## config.mk

```make
export PLATFORM = sky130hd
export DESIGN_NAME = core_seq_ctrl
export DESIGN_NICKNAME = d
export VERILOG_FILES = /design/src/rtl/core_pkg.sv /design/src/rtl/core_inst_pack.sv /design/src/rtl/core_seq_ctrl.sv
export SDC_FILE = /design/constraint.sdc
export NUM_CORES = 1
export LEC_CHECK = 0
export CAP_MARGIN = 5
export CORE_AREA = 2 2 77 79
export DETAILED_ROUTE_END_ITERATION = 10
export DIE_AREA = 0 0 79 81
export PLACE_DENSITY = 0.77
export SLEW_MARGIN = 0
export SYNTH_ARGS = -nofsm -noshare
export SYNTH_HDL_FRONTEND = slang
export SYNTH_SLANG_ARGS = --single-unit
```

## constraint.sdc

```tcl
create_clock -name clk -period 3.1 [get_ports clk]
set_input_delay 0.62 -clock clk [delete_from_list [all_inputs] [get_ports clk]]
set_output_delay 0.62 -clock clk [all_outputs]
set_load 0.005 [all_outputs]
```

## src/rtl/core_pkg.sv

```systemverilog
// Shared definitions for the core sequencer: tile geometry, instruction
// word layout, FSM states and the field->word packer.
package core_pkg;

    localparam int COL      = 8;
    localparam int ROW      = 8;
    localparam int LEN_KIJ  = 9;
    localparam int LEN_NIJ  = 36;
    localparam int LEN_ONIJ = 16;
    localparam int GAP      = 10;

    localparam int INST_W = 34;

    localparam int B_ACC      = 33;
    localparam int B_CEN_P    = 32;
    localparam int B_WEN_P    = 31;
    localparam int B_A_P      = 20;
    localparam int B_CEN_X    = 19;
    localparam int B_WEN_X    = 18;
    localparam int B_A_X      = 9;
    localparam int B_MODE     = 8;
    localparam int B_A_X0     = 7;
    localparam int B_OFIFO_RD = 6;
    localparam int B_IFIFO_WR = 5;
    localparam int B_IFIFO_RD = 4;
    localparam int B_L0_RD    = 3;
    localparam int B_L0_WR    = 2;
    localparam int B_EXEC     = 1;
    localparam int B_LOAD     = 0;

    localparam logic [10:0] XMEM_W_BASE = 11'h400;

    typedef enum logic [3:0] {
        S_IDLE,
        S_W_L0,
        S_LOAD,
        S_GAP,
        S_X_L0,
        S_IF_WR,
        S_EXEC,
        S_OF_RD,
        S_ACC_CLR,
        S_ACC_RD,
        S_ACC_WAIT,
        S_DONE
    } state_e;

    typedef struct packed {
        logic        acc;
        logic        cen_p;
        logic        wen_p;
        logic [10:0] a_p;
        logic        cen_x;
        logic        wen_x;
        logic [10:0] a_x;
        logic        mode;
        logic        ofifo_rd;
        logic        ififo_wr;
        logic        ififo_rd;
        logic        l0_rd;
        logic        l0_wr;
        logic        execute;
        logic        load;
    } inst_t;

    localparam inst_t INST_IDLE = '{
        acc:      1'b0,
        cen_p:    1'b1,
        wen_p:    1'b1,
        a_p:      11'd0,
        cen_x:    1'b1,
        wen_x:    1'b1,
        a_x:      11'd0,
        mode:     1'b0,
        ofifo_rd: 1'b0,
        ififo_wr: 1'b0,
        ififo_rd: 1'b0,
        l0_rd:    1'b0,
        l0_wr:    1'b0,
        execute:  1'b0,
        load:     1'b0
    };

    // The core decodes xmem address bit 1 itself, so it has no slot here.
    function automatic logic [INST_W-1:0] pack_inst(input inst_t f);
        logic [INST_W-1:0] w;
        logic              unused_ax1;
        w               = '0;
        unused_ax1      = f.a_x[1];
        w[B_ACC]        = f.acc;
        w[B_CEN_P]      = f.cen_p;
        w[B_WEN_P]      = f.wen_p;
        w[B_A_P +: 11]  = f.a_p;
        w[B_CEN_X]      = f.cen_x;
        w[B_WEN_X]      = f.wen_x;
        w[B_A_X +: 9]   = f.a_x[10:2];
        w[B_MODE]       = f.mode;
        w[B_A_X0]       = f.a_x[0];
        w[B_OFIFO_RD]   = f.ofifo_rd;
        w[B_IFIFO_WR]   = f.ififo_wr;
        w[B_IFIFO_RD]   = f.ififo_rd;
        w[B_L0_RD]      = f.l0_rd;
        w[B_L0_WR]      = f.l0_wr;
        w[B_EXEC]       = f.execute;
        w[B_LOAD]       = f.load;
        return w;
    endfunction

    localparam logic [INST_W-1:0] INST_IDLE_W = pack_inst(INST_IDLE);

    function automatic logic [5:0] phase_last(input state_e s);
        logic [5:0] n;
        unique case (s)
            S_W_L0,
            S_LOAD:   n = 6'(COL - 1);
            S_GAP:    n = 6'(GAP - 1);
            S_X_L0,
            S_IF_WR:  n = 6'(LEN_NIJ - 1);
            S_EXEC:   n = 6'(LEN_NIJ + COL + ROW - 1);
            S_OF_RD:  n = 6'(LEN_ONIJ - 1);
            S_ACC_RD: n = 6'(LEN_KIJ);
            default:  n = 6'd0;
        endcase
        return n;
    endfunction

endpackage

```

## src/rtl/core_inst_pack.sv

```systemverilog
// Combinational packer from instruction fields to the 34-bit core word.
module core_inst_pack
    import core_pkg::*;
(
    input  inst_t              fields_i,
    output logic [INST_W-1:0]  inst_o
);

    assign inst_o = pack_inst(fields_i);

endmodule

```

## src/rtl/core_seq_ctrl.sv

```systemverilog
// Tile sequencer: walks every kernel position through the core datapath,
// then accumulates partial sums per output pixel from pmem.
module core_seq_ctrl
    import core_pkg::*;
(
    input  logic        clk,
    input  logic        reset,
    input  logic        start,
    input  logic        mode_in,
    output logic [33:0] inst,
    output logic        core_clr,
    output logic        out_valid,
    output logic [3:0]  out_idx,
    output logic        busy,
    output logic        done
);

    state_e      state_q, state_d;
    logic [5:0]  t_q, t_d;
    logic [3:0]  k_q, k_d;
    logic [3:0]  o_q, o_d;
    logic        mode_q, mode_d;

    logic [INST_W-1:0] inst_q, inst_d;
    logic        clr_q, clr_d;
    logic        ov_q, ov_d;
    logic [3:0]  idx_q, idx_d;
    logic        busy_q, busy_d;
    logic        done_q, done_d;

    inst_t       f;
    logic        last;

    core_inst_pack u_pack (
        .fields_i (f),
        .inst_o   (inst_d)
    );

    always_comb begin
        state_d = state_q;
        k_d     = k_q;
        o_d     = o_q;
        mode_d  = mode_q;
        clr_d   = 1'b0;
        ov_d    = 1'b0;
        idx_d   = 4'd0;
        done_d  = 1'b0;
        busy_d  = (state_q != S_IDLE) && (state_q != S_DONE);
        last    = (t_q == phase_last(state_q));
        t_d     = last ? 6'd0 : t_q + 6'd1;
        f       = INST_IDLE;
        f.mode  = (state_q != S_IDLE) ? mode_q : 1'b0;

        unique case (state_q)
            S_IDLE: begin
                if (start) begin
                    state_d = S_W_L0;
                    k_d     = 4'd0;
                    mode_d  = mode_in;
                end
            end
            S_W_L0: begin
                f.cen_x = 1'b0;
                f.l0_wr = 1'b1;
                f.a_x   = XMEM_W_BASE + 11'(int'(k_q) * COL) + 11'(t_q);
                if (last) state_d = S_LOAD;
            end
            S_LOAD: begin
                f.load  = 1'b1;
                f.l0_rd = 1'b1;
                if (last) state_d = S_GAP;
            end
            S_GAP: begin
                if (last) state_d = S_X_L0;
            end
            S_X_L0: begin
                f.cen_x = 1'b0;
                f.l0_wr = 1'b1;
                f.a_x   = 11'(t_q);
                if (last) state_d = S_IF_WR;
            end
            S_IF_WR: begin
                f.l0_rd    = 1'b1;
                f.ififo_wr = 1'b1;
                if (last) state_d = S_EXEC;
            end
            S_EXEC: begin
                f.execute  = 1'b1;
                f.ififo_rd = 1'b1;
                if (last) state_d = S_OF_RD;
            end
            S_OF_RD: begin
                f.ofifo_rd = 1'b1;
                if (last) begin
                    if (k_q == 4'(LEN_KIJ - 1)) begin
                        state_d = S_ACC_CLR;
                        o_d     = 4'd0;
                    end else begin
                        state_d = S_W_L0;
                        k_d     = k_q + 4'd1;
                    end
                end
            end
            S_ACC_CLR: begin
                clr_d   = 1'b1;
                state_d = S_ACC_RD;
            end
            S_ACC_RD: begin
                // One extra cycle past the last read lets acc fold in its data.
                if (t_q < 6'(LEN_KIJ)) begin
                    f.cen_p = 1'b0;
                    f.a_p   = 11'(int'(t_q) * LEN_ONIJ + int'(o_q));
                end
                f.acc = (t_q != 6'd0);
                if (last) state_d = S_ACC_WAIT;
            end
            S_ACC_WAIT: begin
                ov_d  = 1'b1;
                idx_d = o_q;
                if (o_q == 4'(LEN_ONIJ - 1)) begin
                    state_d = S_DONE;
                end else begin
                    state_d = S_ACC_CLR;
                    o_d     = o_q + 4'd1;
                end
            end
            S_DONE: begin
                done_d  = 1'b1;
                state_d = S_IDLE;
            end
            default: state_d = S_IDLE;
        endcase
    end

    always_ff @(posedge clk or posedge reset) begin
        if (reset) begin
            state_q <= S_IDLE;
            t_q     <= 6'd0;
            k_q     <= 4'd0;
            o_q     <= 4'd0;
            mode_q  <= 1'b0;
            inst_q  <= INST_IDLE_W;
            clr_q   <= 1'b0;
            ov_q    <= 1'b0;
            idx_q   <= 4'd0;
            busy_q  <= 1'b0;
            done_q  <= 1'b0;
        end else begin
            state_q <= state_d;
            t_q     <= t_d;
            k_q     <= k_d;
            o_q     <= o_d;
            mode_q  <= mode_d;
            inst_q  <= inst_d;
            clr_q   <= clr_d;
            ov_q    <= ov_d;
            idx_q   <= idx_d;
            busy_q  <= busy_d;
            done_q  <= done_d;
        end
    end

    assign inst      = inst_q;
    assign core_clr  = clr_q;
    assign out_valid = ov_q;
    assign out_idx   = idx_q;
    assign busy      = busy_q;
    assign done      = done_q;

endmodule

```

## Word level (Yosys, flattened, before mapping)

Memories as Yosys holds them, arrays and structs flattened.
Index checks and enable logic that the tools add are counted.

| operators by class | value |
|---|---|
| add/subtract/negate cells | 6 |
| magnitude comparators | 1 |
| equality and inequality tests | 27 |
| multiplexer cells | 38 |
| reductions and logical operators | 12 |

Operator list:

| cell | number |
|---|---|
| two-way mux 4 bit | 17 |
| case mux 4 bit (11 select lines) | 1 |
| == test 4 bit (second input constant) | 6 |
| inequality test 2 bit (second input constant) | 12 |
| two-way mux 11 bit | 2 |
| case mux 11 bit (2 select lines) | 1 |
| == test 4 x 3 -> 1 bit (second input constant) | 4 |
| case mux 4 bit (2 select lines) | 2 |
| two-way mux 1 bit | 12 |
| adder 10 x 4 -> 11 bit | 1 |
| adder 11 x 6 -> 11 bit | 1 |
| adder 11 x 7 -> 11 bit (first input constant) | 1 |
| AND reduction 9 bit | 1 |
| adder 4 x 1 -> 4 bit (second input constant) | 2 |
| == test 4 x 2 -> 1 bit (second input constant) | 2 |
| AND reduction 4 bit | 2 |
| adder 6 x 1 -> 6 bit (second input constant) | 1 |
| == test 6 bit | 1 |
| < comparator 6 x 4 -> 1 bit (second input constant) | 1 |
| two-way mux 6 bit | 1 |
| nonzero test 6 bit | 1 |
| == test 4 x 1 -> 1 bit (second input constant) | 1 |
| zero test 4 bit | 1 |
| two-way mux 2 bit | 2 |
| 6 further kinds | 8 |

| word-level totals | value |
|---|---|
| register bits after elaboration | 59 |
| bits in read-only memories | 96 |
| input bits | 4 |
| word-level logic and storage cells | 96 |
| memories | 1 |

Memory list:

| name | words | width | read ports | clocked after memory_dff | write ports | line | text |
|---|---|---|---|---|---|---|---|
| (no name shown) | 16 | 6 | 1 | 0 | 0 | core_pkg.sv:113 | `unique case (s)` |

## Longest topological paths before layout

| logic depth | value |
|---|---|
| depth after elaboration | 4 |
| mapped depth | 8 |

## Modules after synthesis

A second synthesis with hierarchy kept.

| second synthesis, totals | value |
|---|---|
| cell total of the unflattened synthesis | 301 |
| area, all modules | 3188.1 um2 |

Modules (own cells, without submodules):

| module | times used | cells each | area an instance (um2) | seq. area each (um2) |
|---|---|---|---|---|
| core_seq_ctrl | 1 | 267 | 2932.8 | 1531.5 |
| core_inst_pack | 1 | 34 | 255.2 | 0.0 |

## Worst setup path before layout

No wires, ideal clock.

| path | value |
|---|---|
| path type | register to register |
| start point | reg state_q[0] |
| end point | reg k_q[2] |
| arrival time | 1.948 ns |
| slack | 1.073 ns |
| cell stages (with the launch flop) | 9 |
| buffers on the path | 1 |
| cells stage by stage | dfrtp_1 -> inv_1 -> ha_1 -> xor2_1 -> or3_1 -> and3_1 -> buf_6 -> nor4_2 -> mux2i_1 |

| on the way | value |
|---|---|
| cells in the longest elaborated chain, start to end | 4 |
| elaborated cells on any way between the ends | 10 |
| those cells by class | eq/ne: 5; mux: 1; reduce/logical: 3; memory: 1 |

RTL lines:

| element | line | text |
|---|---|---|
| from (decl) | core_seq_ctrl.sv:18 | `state_e state_q, state_d;` |
| from (signal assigned) | core_seq_ctrl.sv:149 | `state_q <= state_d;` |
| memory (16 x 6 bit) | -- |  |
| == test 6 bit | core_seq_ctrl.sv:49 | `last = (t_q == phase_last(state_q));` |
| inequality test 2 bit (no source line) | -- |  |
| AND reduction 4 bit (no source line) | -- |  |
| to (signal assigned) | core_seq_ctrl.sv:151 | `k_q <= k_d;` |
| to (decl) | core_seq_ctrl.sv:20 | `logic [3:0] k_q, k_d;` |

Parallel ways exist; a longest one is shown, timed or not.
A chain may end at the register's enable or synchronous reset.

## Worst setup path in the final report

| path | value |
|---|---|
| start point | reg state_q[0] |
| end point | reg k_q[3] |

The elaborated chain is that of the path after synthesis.

==> results.md <==
- Run status: complete, no violations
- Seq/Total Area, Yosys: 50.0%
- Final setup violation count: 0
- Slowest cell on crit path: dfrtp_1
- WL final: 5250 um
- Worst setup SP type: flip-flop
- Layout cell share with drive strength beyond 1: 8.11%
- Number of global-route vias before repair: 1,794
- CTS hold repair buffers: 0
- Period utilisation layout: 78.8%
- Post-synth EDFFs: 0
- Die X: 79 um
- Power density of the placed cells: 356 mW/mm2
- Critical path cell sequence: inv_1, ha_1, xor2_1, or3_1, and3_1, nor4_2, mux2i_1
- Detailed placement HPWL: 3690 um
- Yosys reg bits: 55
- Avg WL per Cell: 14.2 um
- Ant. Diodes: 0
- Total setup buffers inserted after CTS: 0
- Chip height: 81 um
- Number of fill cells: 495
- P&R area growth vs syn: 19.4%
- TritonCTS clock tree: built
- H-tree depth: 2
- Reg2Reg Launch Point: state_q[0]
- First-iteration detailed-routing DRC count: 98
- Initial Util: 48.6%
- Clk slew on worst S/H paths: 100 ps
- Commonest register cell after synthesis: dfrtp_1
- Rel. slew slack: 54.8%
- Worst-case hold slack: 504 ps
- LEAKAGE: 1.57 nW
- Highest cell delay on the worst timing path: 470 ps
- Root buffer cell: clkbuf_8
- # IOs: 46
- Max VDD drop: 185 uV
- Critical path type: reg2reg
- Worst-Margin Slew: 678 ps
- Post-route DRC: 0
- Total grt overflow: 0
- Vias per Instance: 5.19
- CP endpoint kind: flip-flop
- Global-route wire length before repair: 8800 um
- Tmin final: 2440 ps
- Antenna viol nets, final: 0
- Worst setup margin: 657 ps
- CTS buffer count: 5
- Fmax achieved: 409 MHz
- Hold path start: mode_q
- CORE AREA: 0.00568 mm2
- Most frequent cells in the layout: dfrtp_1 (53), clkdlybuf4s50_1 (40), nor2_1 (21)
- GRT Total Usage: 17.6%
- Clock buffer depth: 2
- Post-cts sizing count: 0
- Initial antenna violation count: 0
- Post-synth cell types: 55
- Syn Inst Count: 257
- Largest net degree at the start of global routing: 56
- Overall Power: 1.17 mW
- Critical Path RT: 3340 ps
- CP arrival: 2680 ps
- Synth async-reset ratio: 100%
- Sequential cell area: 0.00138 mm2
- Cell Rows: 28
- Die area: 0.00640 mm2
- Fin nets: 314
- Final hold viol count: 0
- Pre-CTS setup slack: 677 ps
- Skew final: 5.64 ps
- HP Class: reg2reg
- Max Cap Viol: 0
- Crit Path Max Fanout: 13
- Clock Latency Late Sink: 320 ps
- Setup TNS: 0 ps
- DRT Pass-1 Iters: 4
- Crit. Startpoint: state_q[0]
- PortBufs: 40
- Util after Layout: 58.0%
- Via Count: 1,927
- Ys Warns: 0
- Clock sink count: 55
- Final GP Congestion: 0.940
- Synthesized cell area: 0.00276 mm2
- Multi-input gate area: 0.00124 mm2
- RSZ-0062 raised after global routing: no
- Mean post-synth cell area: 10.7 um2
- Most common cell after layout, fill and taps aside: dfrtp_1
- Fin. max-slew vios: 0
[metal layers]
metal  wire (um)  share of wire, %  global-route usage [%]
met3         198               3.8                    3.11
met4         112               2.1                    8.28
met5           0                 0                       0
met2        2650                50                    28.5
met1        2300                44                    23.2
[final cells by class]
type / instances / share of cell area, %
Timing Repair Buffer: 43 / 12.8
Multi-Input combinational cell: 174 / 37.6
Inverter: 16 / 1.82
Clock buffer: 6 / 2.51
Tap cell: 75 / 2.85
Sequential cell: 55 / 41.9
Clock inverter: 2 / 0.532
[critical path, delay by kind of cell, from the launching register on]
kind / cells / cell delay, ps
xor gates and xnor gates: 1 / 190
adders and majority gates: 1 / 360
buffers and inverters: 1 / 110
DFF: 1 / 470
muxes: 1 / 220
and+or+nand+nor: 3 / 1020
[logic make-up after synthesis]
group | synth area share [%]
simple gates | 20.9
xor+xnor | 3.45
flops | 50.0
mux | 2.95
fa+ha+maj | 7.08
compound gates | 9.57
other cells | 0.272
buf+inv | 5.81
[cell usage after synthesis, types with 5 or more instances]
master	count	area share, %
nand3b_1	6	1.6
a21oi_1	7	1.3
mux2i_1	7	2.5
clkbuf_1	7	0.95
dfrtp_1	53	48
and2_1	11	2.5
nor2b_1	6	1.4
nor2_1	21	2.9
and3_1	8	1.8
nand2_1	11	1.5
nand3_1	7	1.3
ha_1	14	6.4
inv_1	16	2.2
nand2b_1	5	1.1
xnor2_1	5	1.6
buf_4	7	1.9
[path summary, 6_finish.rpt]
| check | cells after the start | end | slack (ps) |
|---|---|---|---|
| setup reg to reg | 7 | k_q[3] | 660 |
| hold / removal | 1 | mode_q | 500 |
| min in group asynchronous | 3 | busy | 800 |
| setup / recovery | 7 | k_q[3] | 660 |
| hold reg to reg | 1 | mode_q | 500 |
| max in group asynchronous | 3 | state_q[0] | 1840 |
[flip-flops by register name, indices dropped and copies added (netlist names)]
| name | cells |
|---|---|
| inst | 28 |
| t_q | 6 |
| k_q | 4 |
| o_q | 4 |
| out_idx | 4 |
| state_q | 4 |
| busy | 1 |
| core_clr | 1 |
| done | 1 |
| mode_q | 1 |
| out_valid | 1 |
[report_power, final]
group	switching (mW)	internal [mW]	leakage, nW
clock	0.244	0.187	0.0522
sequential	0.000249	0.718	0.718
combinational	0.0164	0.00663	0.799
[stage by stage]
stage | area, um2 | cells
3_3_place_gp | 3190 | 363
5_1_grt | 3290 | 371
2_1_floorplan | 2780 | 262
3_5_place_dp | 3190 | 363
4_1_cts | 3290 | 371
6_report | 3290 | 371
Power figures use the tool's default switching activity.
